--- src/rtl/hilo_muldiv_if.sv ---
// hilo_muldiv_if: EX-side request and HI/LO write stream of the multiply/divide unit
//   master: start, op, operand_a, operand_b, flush out; stall_req, hilo_write_en, hi/lo_write_data in
//   slave : the mirror image, used by hilo_muldiv_unit
interface hilo_muldiv_if #(parameter int DATA_WIDTH = 32);
    logic                  start;
    logic [1:0]            op;
    logic [DATA_WIDTH-1:0] operand_a;
    logic [DATA_WIDTH-1:0] operand_b;
    logic                  flush;
    logic                  stall_req;
    logic                  hilo_write_en;
    logic [DATA_WIDTH-1:0] hi_write_data;
    logic [DATA_WIDTH-1:0] lo_write_data;
    modport master(output start, op, operand_a, operand_b, flush,
                   input stall_req, hilo_write_en, hi_write_data, lo_write_data);
    modport slave(input start, op, operand_a, operand_b, flush,
                  output stall_req, hilo_write_en, hi_write_data, lo_write_data);
endinterface

--- src/rtl/hilo_muldiv_unit.sv ---
// hilo_muldiv_unit: multi-cycle MULT/MULTU/DIV/DIVU engine emitting one HI/LO write per operation
//   clk, rst_n : clock, asynchronous active-low reset
//   bus        : slave side of hilo_muldiv_if (request in, stall and HI/LO write out)
module hilo_muldiv_unit #(
    parameter int DATA_WIDTH = 32,
    parameter int DIV_CYCLES = 32
) (
    input logic         clk,
    input logic         rst_n,
    hilo_muldiv_if.slave bus
);
    localparam int W  = DATA_WIDTH;
    localparam int CW = $clog2(DIV_CYCLES);
    typedef enum logic [1:0] {IDLE, MUL, DIV, FINISH} state_t;
    state_t state, next;
    logic [W-1:0]  a_q, b_q, quo, rem, bm, hi_q, lo_q, new_rem, new_quo, a_mag, b_mag;
    logic [CW-1:0] cnt;
    logic          uns_q, neg_q, neg_r, go, sgn, div0, last, ge;
    logic [W:0]    trial;
    logic [2*W-1:0] prod;
    assign go    = state == IDLE && bus.start && !bus.flush;
    assign sgn   = !bus.op[0];
    assign div0  = bus.operand_b == '0;
    assign last  = cnt == CW'(DIV_CYCLES - 1);
    assign a_mag = (sgn && bus.operand_a[W-1]) ? -bus.operand_a : bus.operand_a;
    assign b_mag = (sgn && bus.operand_b[W-1]) ? -bus.operand_b : bus.operand_b;
    // sign-extending both factors to 2W makes one unsigned multiplier serve both MULT and MULTU
    assign prod  = {{W{!uns_q && a_q[W-1]}}, a_q} * {{W{!uns_q && b_q[W-1]}}, b_q};
    // restoring step: shift the next dividend bit into the partial remainder and try to subtract
    assign trial   = {rem, quo[W-1]} - {1'b0, bm};
    assign ge      = !trial[W];
    assign new_rem = ge ? trial[W-1:0] : {rem[W-2:0], quo[W-1]};
    assign new_quo = {quo[W-2:0], ge};
    assign bus.stall_req     = go || state == MUL || state == DIV;
    assign bus.hilo_write_en = state == FINISH;
    assign bus.hi_write_data = hi_q;
    assign bus.lo_write_data = lo_q;
    always_comb begin
        next = state;
        if (bus.flush) next = IDLE;
        else case (state)
            IDLE:    next = !bus.start ? IDLE : !bus.op[1] ? MUL : div0 ? FINISH : DIV;
            MUL:     next = FINISH;
            DIV:     next = last ? FINISH : DIV;
            default: next = IDLE;
        endcase
    end
    always_ff @(posedge clk or negedge rst_n)
        if (!rst_n) state <= IDLE;
        else        state <= next;
    always_ff @(posedge clk or negedge rst_n) begin
        if (!rst_n) begin
            {a_q, b_q, quo, rem, bm, hi_q, lo_q} <= '0;
            {cnt, uns_q, neg_q, neg_r}          <= '0;
        end else if (go) begin
            a_q   <= bus.operand_a;
            b_q   <= bus.operand_b;
            uns_q <= bus.op[0];
            quo   <= a_mag;
            bm    <= b_mag;
            rem   <= '0;
            cnt   <= '0;
            neg_q <= sgn && (bus.operand_a[W-1] ^ bus.operand_b[W-1]);
            neg_r <= sgn && bus.operand_a[W-1];
            if (bus.op[1] && div0) begin
                hi_q <= bus.operand_a;
                lo_q <= '1;
            end
        end else if (state == MUL && !bus.flush) begin
            {hi_q, lo_q} <= prod;
        end else if (state == DIV) begin
            rem <= new_rem;
            quo <= new_quo;
            cnt <= cnt + 1'b1;
            if (last && !bus.flush) begin
                hi_q <= neg_r ? -new_rem : new_rem;
                lo_q <= neg_q ? -new_quo : new_quo;
            end
        end
    end
endmodule

--- src/flat_wrapper.sv ---
// flat-port wrapper written by rule: the top's interface ports become plain ports
module hilo_muldiv_unit_flat 
#(
    parameter int DATA_WIDTH = 32,
    parameter int DIV_CYCLES = 32
)
  (clk, rst_n, bus_start, bus_op, bus_operand_a, bus_operand_b, bus_flush, bus_stall_req, bus_hilo_write_en, bus_hi_write_data, bus_lo_write_data);
  hilo_muldiv_if #(.DATA_WIDTH(DATA_WIDTH)) bus_i ();
  input logic clk;
  input logic rst_n;
  input wire logic [$bits(bus_i.start)-1:0] bus_start;
  input wire logic [$bits(bus_i.op)-1:0] bus_op;
  input wire logic [$bits(bus_i.operand_a)-1:0] bus_operand_a;
  input wire logic [$bits(bus_i.operand_b)-1:0] bus_operand_b;
  input wire logic [$bits(bus_i.flush)-1:0] bus_flush;
  output wire logic [$bits(bus_i.stall_req)-1:0] bus_stall_req;
  output wire logic [$bits(bus_i.hilo_write_en)-1:0] bus_hilo_write_en;
  output wire logic [$bits(bus_i.hi_write_data)-1:0] bus_hi_write_data;
  output wire logic [$bits(bus_i.lo_write_data)-1:0] bus_lo_write_data;
  assign bus_i.start = bus_start;
  assign bus_i.op = bus_op;
  assign bus_i.operand_a = bus_operand_a;
  assign bus_i.operand_b = bus_operand_b;
  assign bus_i.flush = bus_flush;
  assign bus_stall_req = bus_i.stall_req;
  assign bus_hilo_write_en = bus_i.hilo_write_en;
  assign bus_hi_write_data = bus_i.hi_write_data;
  assign bus_lo_write_data = bus_i.lo_write_data;
  hilo_muldiv_unit #(.DATA_WIDTH(DATA_WIDTH), .DIV_CYCLES(DIV_CYCLES)) u_core (.clk(clk), .rst_n(rst_n), .bus(bus_i));
endmodule
--- config.mk ---
export PLATFORM = sky130hd
export DESIGN_NAME = hilo_muldiv_unit_flat
export DESIGN_NICKNAME = d
export VERILOG_FILES = /design/src/rtl/hilo_muldiv_if.sv /design/src/rtl/hilo_muldiv_unit.sv /design/src/flat_wrapper.sv
export SDC_FILE = /design/constraint.sdc
export NUM_CORES = 2
export LEC_CHECK = 0
export ABC_AREA = 0
export BUFFER_PORTS_ARGS = -buffer_cell sky130_fd_sc_hd__buf_4
export CAP_MARGIN = 20
export CELL_PAD_IN_SITES_DETAIL_PLACEMENT = 0
export CELL_PAD_IN_SITES_GLOBAL_PLACEMENT = 1
export CORE_MARGIN = 2
export CORE_UTILIZATION = 40
export CTS_CLUSTER_SIZE = 10
export DETAILED_ROUTE_END_ITERATION = 7
export PLACE_DENSITY_LB_ADDON = 0.1
export SETUP_SLACK_MARGIN = 0.5
export SYNTH_ARGS = -nofsm -noshare
export SYNTH_HDL_FRONTEND = slang
export SYNTH_SLANG_ARGS = --single-unit
export TNS_END_PERCENT = 50
--- constraint.sdc ---
create_clock -name clk -period 10.32 [get_ports clk]
set_input_delay 1.548 -clock clk [delete_from_list [all_inputs] [get_ports clk]]
set_output_delay 1.548 -clock clk [all_outputs]
set_load 0.02 [all_outputs]
Word level (Yosys, flattened, before mapping)
Index checks and enable logic that the tools add are counted.
{"block": "op_classes", "addsub": 6, "n_mul": 1, "eq_ne": 6, "n_mux": 30, "bitwise_logic": 1, "n_reduce_logical": 23}
{"operator": "$mux W32", "count": 21}
{"operator": "$neg A32 Y32", "count": 4}
{"operator": "$mul A33 B33 Y64", "count": 1}
{"operator": "$sub A33 B32 Y33", "count": 1}
{"operator": "$logic_not A32 Y1", "count": 1}
{"operator": "$mux W5", "count": 3}
{"operator": "$logic_and A1 B1 Y1", "count": 10}
{"operator": "$mux W2", "count": 3}
{"operator": "$pmux W2 S3", "count": 1}
{"operator": "$reduce_bool A3 Y1", "count": 2}
{"operator": "$add A5 B1 Y5 const B", "count": 1}
{"operator": "$eq A5 B5 Y1 const B", "count": 1}
{"operator": "$eq A2 B2 Y1 const B", "count": 2}
{"operator": "$logic_not A1 Y1", "count": 4}
{"operator": "$reduce_and A3 Y1", "count": 1}
{"operator": "$eq A2 B1 Y1 const B", "count": 1}
{"operator": "$logic_not A2 Y1", "count": 1}
{"operator": "$logic_or A1 B1 Y1", "count": 2}
{"operator": "$mux W1", "count": 2}
{"operator": "$ne A2 B1 Y1 const B", "count": 1}
{"operator": "$ne A2 B2 Y1 const B", "count": 1}
{"operator": "$reduce_and A2 Y1", "count": 1}
{"operator": "$reduce_bool A2 Y1", "count": 1}
{"operator": "$xor A1 B1 Y1", "count": 1}
{"block": "totals", "reg_bits": 234, "inputBits": 70, "output_inout_bits": 66}

Depth between registers and ports, before layout
{"block": "logic_depth", "depth_word": 8, "ltp_mapped": 32, "ltp_nobuf": 30}

Worst setup path after synthesis
No wires, ideal clock.
{"block": "synth_timing", "path_kind": "reg2reg", "start": "reg u_core.a_q[31]", "end": "reg u_core.hi_q[29], in the netlist u_core.bus.hi_write_data[29]", "setup_time_ns": 0.065, "arrival_time_ns": 7.883, "t_required_ns": 10.255, "slack_ns": 2.372, "path_stages_with_launch": 30, "period_less_slack_ns": 7.948, "cell_sequence": "dfrtp_1 > nor2b_1 > clkbuf_1 > nand2_1 > inv_1 > fa_1 > inv_1 > fa_1 > inv_1 > fa_1 > fa_1 > inv_1 > fa_1 > inv_1 > fa_1 > inv_1 > fa_1 > fa_1 > inv_1 > ha_1 > clkbuf_1 > a21o_1 > a21oi_1 > nand2_1 > a211o_1 > a41o_1 > a31oi_1 > xor2_1 > a221oi_1 > o21a_1"}
{"block": "synth_between", "elab_chain_len": 4}
{"element": "start, declared", "line": "hilo_muldiv_unit.sv:16", "text": "logic [W-1:0] a_q, b_q, quo, rem, bm, hi_q, lo_q, new_rem, new_quo, a_mag, b_mag;"}
{"element": "start signal, assigned", "line": "hilo_muldiv_unit.sv:56", "text": "a_q <= bus.operand_a;"}
{"element": "$logic_and A1 B1 Y1", "line": "hilo_muldiv_unit.sv:28", "text": "assign prod = {{W{!uns_q && a_q[W-1]}}, a_q} * {{W{!uns_q && b_q[W-1]}}, b_q};"}
{"element": "$mul A33 B33 Y64 (*)", "line": "hilo_muldiv_unit.sv:28"}
{"element": "$mux W32 (*)", "line": "hilo_muldiv_unit.sv:69", "text": "end else if (state == MUL && !bus.flush) begin"}
{"element": "$mux W32 (*)", "line": "hilo_muldiv_unit.sv:55", "text": "end else if (go) begin"}
{"element": "end signal, assigned", "line": "hilo_muldiv_unit.sv:66", "text": "hi_q <= bus.operand_a;"}
{"element": "end signal, assigned", "line": "hilo_muldiv_unit.sv:70", "text": "{hi_q, lo_q} <= prod;"}
{"element": "end signal, assigned", "line": "hilo_muldiv_unit.sv:76", "text": "hi_q <= neg_r ? -new_rem : new_rem;"}
{"element": "end, declared", "line": "hilo_muldiv_unit.sv:16"}
Every way passes the cells marked *; elsewhere a longest branch is shown, timed or not.
A chain may end at the register's enable or synchronous reset.

Worst setup path after layout
{"block": "layout_timing", "start": "reg u_core.b_q[16]", "end": "reg u_core.hi_q[30], in the netlist u_core.bus.hi_write_data[30]"}
{"block": "layout_between", "elab_chain_len": 3}
{"element": "start, declared", "line": "hilo_muldiv_unit.sv:16"}
{"element": "start signal, assigned", "line": "hilo_muldiv_unit.sv:57", "text": "b_q <= bus.operand_b;"}
{"element": "$mul A33 B33 Y64", "line": "hilo_muldiv_unit.sv:28"}
{"element": "$mux W32", "line": "hilo_muldiv_unit.sv:69"}
{"element": "$mux W32", "line": "hilo_muldiv_unit.sv:55"}
No other way between the ends.

==> metrics.md <==
| Metric | Value |
|---|---|
| Status | complete, no violations |
| Post-DP HPWL | 144 mm |
| Fin crit share | between 90% and 100% |
| Worst-Margin Slew | 1.10 ns |
| Worst Clk Skew | 0.0371 ns |
| Nets | 7,423 |
| Sequential area share after synthesis | 11.0% |
| CP endpoint kind | flip-flop |
| Port Buffer Count | ~140 |
| Max Cap Viol | 0 |
| Pins Over Slew Limit | 0 |
| I/O pin count | 136 |
| Arrival @ worst endpoint | ~10 ns |
| Routability Congestion | 0.871 |
| Via count of the first global-routing pass | approximately 43k |
| Chip height | 367 um |
| Area occupied by multi-input gates | ~0.041 mm2 |
| Busiest grt layer | met2 |
| Grt met3 use | approximately 1.9% |
| DRT iter0 DRCs | 2,358 |
| Register clock-pin slew on the reported worst setup and hold paths | 0.06 ns |
| Filler cell count | 13.3k |
| Synth Flop Type | dfrtp_1 |
| Grt total ovfl | 0 |
| Clock sinks | roughly 230 |
| Max Freq | ~110 MHz |
| CTS buffer count | 34 |
| DR WL/cell | between 20 and 25 um |
| CP max stage delay | roughly 0.93 ns |
| RSZ-0062 raised after global routing | no |
| Number of H-tree levels | 2 |
| DRC | 0 |
| Yosys top cell area share | 42.7% |
| Final hold slack | 0.478 ns |
| Post-synth EDFFs | 0 |
| Width of the chip | 367 um |
| Share of layout cells above drive strength 1 | 6.17% |
| CTS Buffer Depth | 3 |
| Yosys warning count | 0 |
| Crit Path Max Fanout | 21 |
| Most frequent cells in the layout | inv_1 (1,163), fa_1 (1,126), nand2_1 (1,088) |
| Netlist cell types | 90 |
| Required time worst endpoint | approximately 11 ns |
| Count of final setup violators | 0 |
| GR Util met2 | 45.5% |
| CTS tree | done |
| WL final | 174 mm |
| Vias post-DR | 40.3k |
| Post-Syn Nets | around 7.5k |
| CTS root buf | clkbuf_16 |
| Synth Instances | 6,023 |
| Vias/cell | 5.20 |
| First-pass GRT wire length | 270 mm |
| Top post-synthesis cells by area | fa_1 (43%), dfrtp_1 (11%), inv_1 (8.3%) |
| Inst Count DP | 7,689 |
| Slowest CP cell | dfrtp_1 |
| Antenna viol nets, final | 0 |
| Crit path kind | flip-flop to flip-flop |
| Clk_lat worst skew | 0.60 ns |
| Hold Path Class | flip-flop to flip-flop |
| FF+latch area | 0.00583 mm2 |
| Slew margin rel. | 26.8% |
| Initial antenna violation count | 5 |
| Layout area overhead | 7.80% |
| GR met1 Demand/Resource | 36.1% |
| Commonest non-fill, non-tap cell in the layout | inv_1 |
| CP most frequent cell | fa_1 |
| Initial Utilization | 40.2% |
| Core ar. | 0.131 mm2 |
| Cell taking the most area after synthesis | fa_1 |
| Final Hold Fails | 0 |
| Mapped Avg Cell Area | approximately 8.8 um2 |
| Std-Cell Rows | 133 |
| Mapped Area | 0.0528 mm2 |
| Min cycle time layout | 9.31 ns |
| FF+latch count, synth | approximately 230 |
| Startpoint Class | flip-flop |
| Post-synth ARST share | 100% |
| Setup Total Neg Slack | 0 ns |
| Drt first pass iters | 5 |
| GR Util All Layers | 26.3% |
| Post-Layout Cell Count | ~7.8k |
| Die ar. | between 0.1 and 0.15 mm2 |
| Largest net degree at the start of global routing | ~150 |
## metrics by stage
step	utilization (%)	setup slack [ns]	cell area, um2
2_1_floorplan	-	2.37	52800
3_3_place_gp	42.4	1.08	55600
3_5_place_dp	42.4	1.03	55600
4_1_cts	43.3	0.989	56800
5_1_grt	43.4	0.507	56900
6_report	43.4	1.01	56900
## cell usage after synthesis, drive strengths merged (18+ instances only)
cell type / number
o211ai: 18
nand2b: 19
nand2: 1090
fa: 1126
inv: 1164
nor2b: 18
o21ai: 176
ha: 254
nor4: 20
mux2i: 26
xor2: 88
a211oi: 45
clkbuf: 314
a21o: 46
a31oi: 65
or2: 18
nand3: 34
o31ai: 23
nor2: 262
xnor2: 116
buf: 23
a21oi: 190
dfrtp: 233
nor3: 42
or3: 18
and2: 388
## worst max-delay path, delay by kind of cell (launching register included)
kind                       cells  cell delay (ns)
adders and majority gates      9             4.34
xor gates and xnor gates       1             0.09
and+or+nand+nor                2             0.39
buffers and inverters          4             0.58
DFF                            1             0.93
AOI/OAI and AO/OA             10             2.84
## kinds of logic (layout without fill, tap and decap cells)
family / count (synthesis) / in the layout / synth area share, %
simple gates: 1985 / 1985 / 17.3
buf+inv: 1501 / 1474 / 10.7
fa+ha+maj: 1380 / 1380 / 48.7
compound gates: 690 / 690 / 8.31
flops: 233 / 233 / 11.0
xor+xnor: 204 / 204 / 3.38
mux: 30 / 30 / 0.578
other cells: 0 / 3 / 0
## cell type report
class | instances | share of cell area [%]
Antenna cell | 3 | 0.0132
Multi-Input combinational cell | 4289 | 72.6
Timing Repair Buffer | 251 | 3.47
Inverter | 1164 | 7.67
Clock inverter | 15 | 0.446
Clock buffer | 44 | 1.65
Sequential cell | 233 | 10.2
Tap cell | 1755 | 3.86
## metal layers
layer / routed length [um] / up-vias / part of all wire [%]
li1: - / 18100 / -
met1: 75300 / 21200 / 43
met2: 87600 / 828 / 50
met3: 6260 / 153 / 3.6
met4: 4600 / 0 / 2.6
met5: 0 / - / 0
## final timing paths
kind / depth (start not counted) / slack, ns / end / startpoint
worst max-delay path: 26 / 1.01 / u_core.bus.hi_write_data[30]$_DFFE_PN0P_ / u_core.b_q[16]$_DFFE_PN0P_
worst min-delay path: 2 / 0.48 / u_core.b_q[5]$_DFFE_PN0P_ / u_core.b_q[5]$_DFFE_PN0P_
worst max register to register: 26 / 1.01 / u_core.bus.hi_write_data[30]$_DFFE_PN0P_ / u_core.b_q[16]$_DFFE_PN0P_
worst min register to register: 2 / 0.48 / u_core.b_q[5]$_DFFE_PN0P_ / u_core.b_q[5]$_DFFE_PN0P_
max in group asynchronous: 2 / 7.80 / u_core.a_q[29]$_DFFE_PN0P_ / rst_n
min in group asynchronous: 1 / 0.95 / u_core.cnt[0]$_DFFE_PN0P_ / rst_n
## state kept, by name (all words and copies together) (netlist names), 2 cells and up
register,flops
u_core.bm,32
u_core.state,2
u_core.b_q,31
u_core.rem,32
u_core.quo,32
u_core.bus.lo_write_data,32
u_core.bus.hi_write_data,32
u_core.a_q,32
u_core.cnt,5
## what timing repair did
item	4_1_cts	5_1_grt
setup endpoints to repair	0	1
setup buffers	0	0
gates resized for setup	0	3
hold buffers	0	0
Power is not shown: default switching activity piles up to over one toggle a cycle in this logic, so the estimate is an artifact.
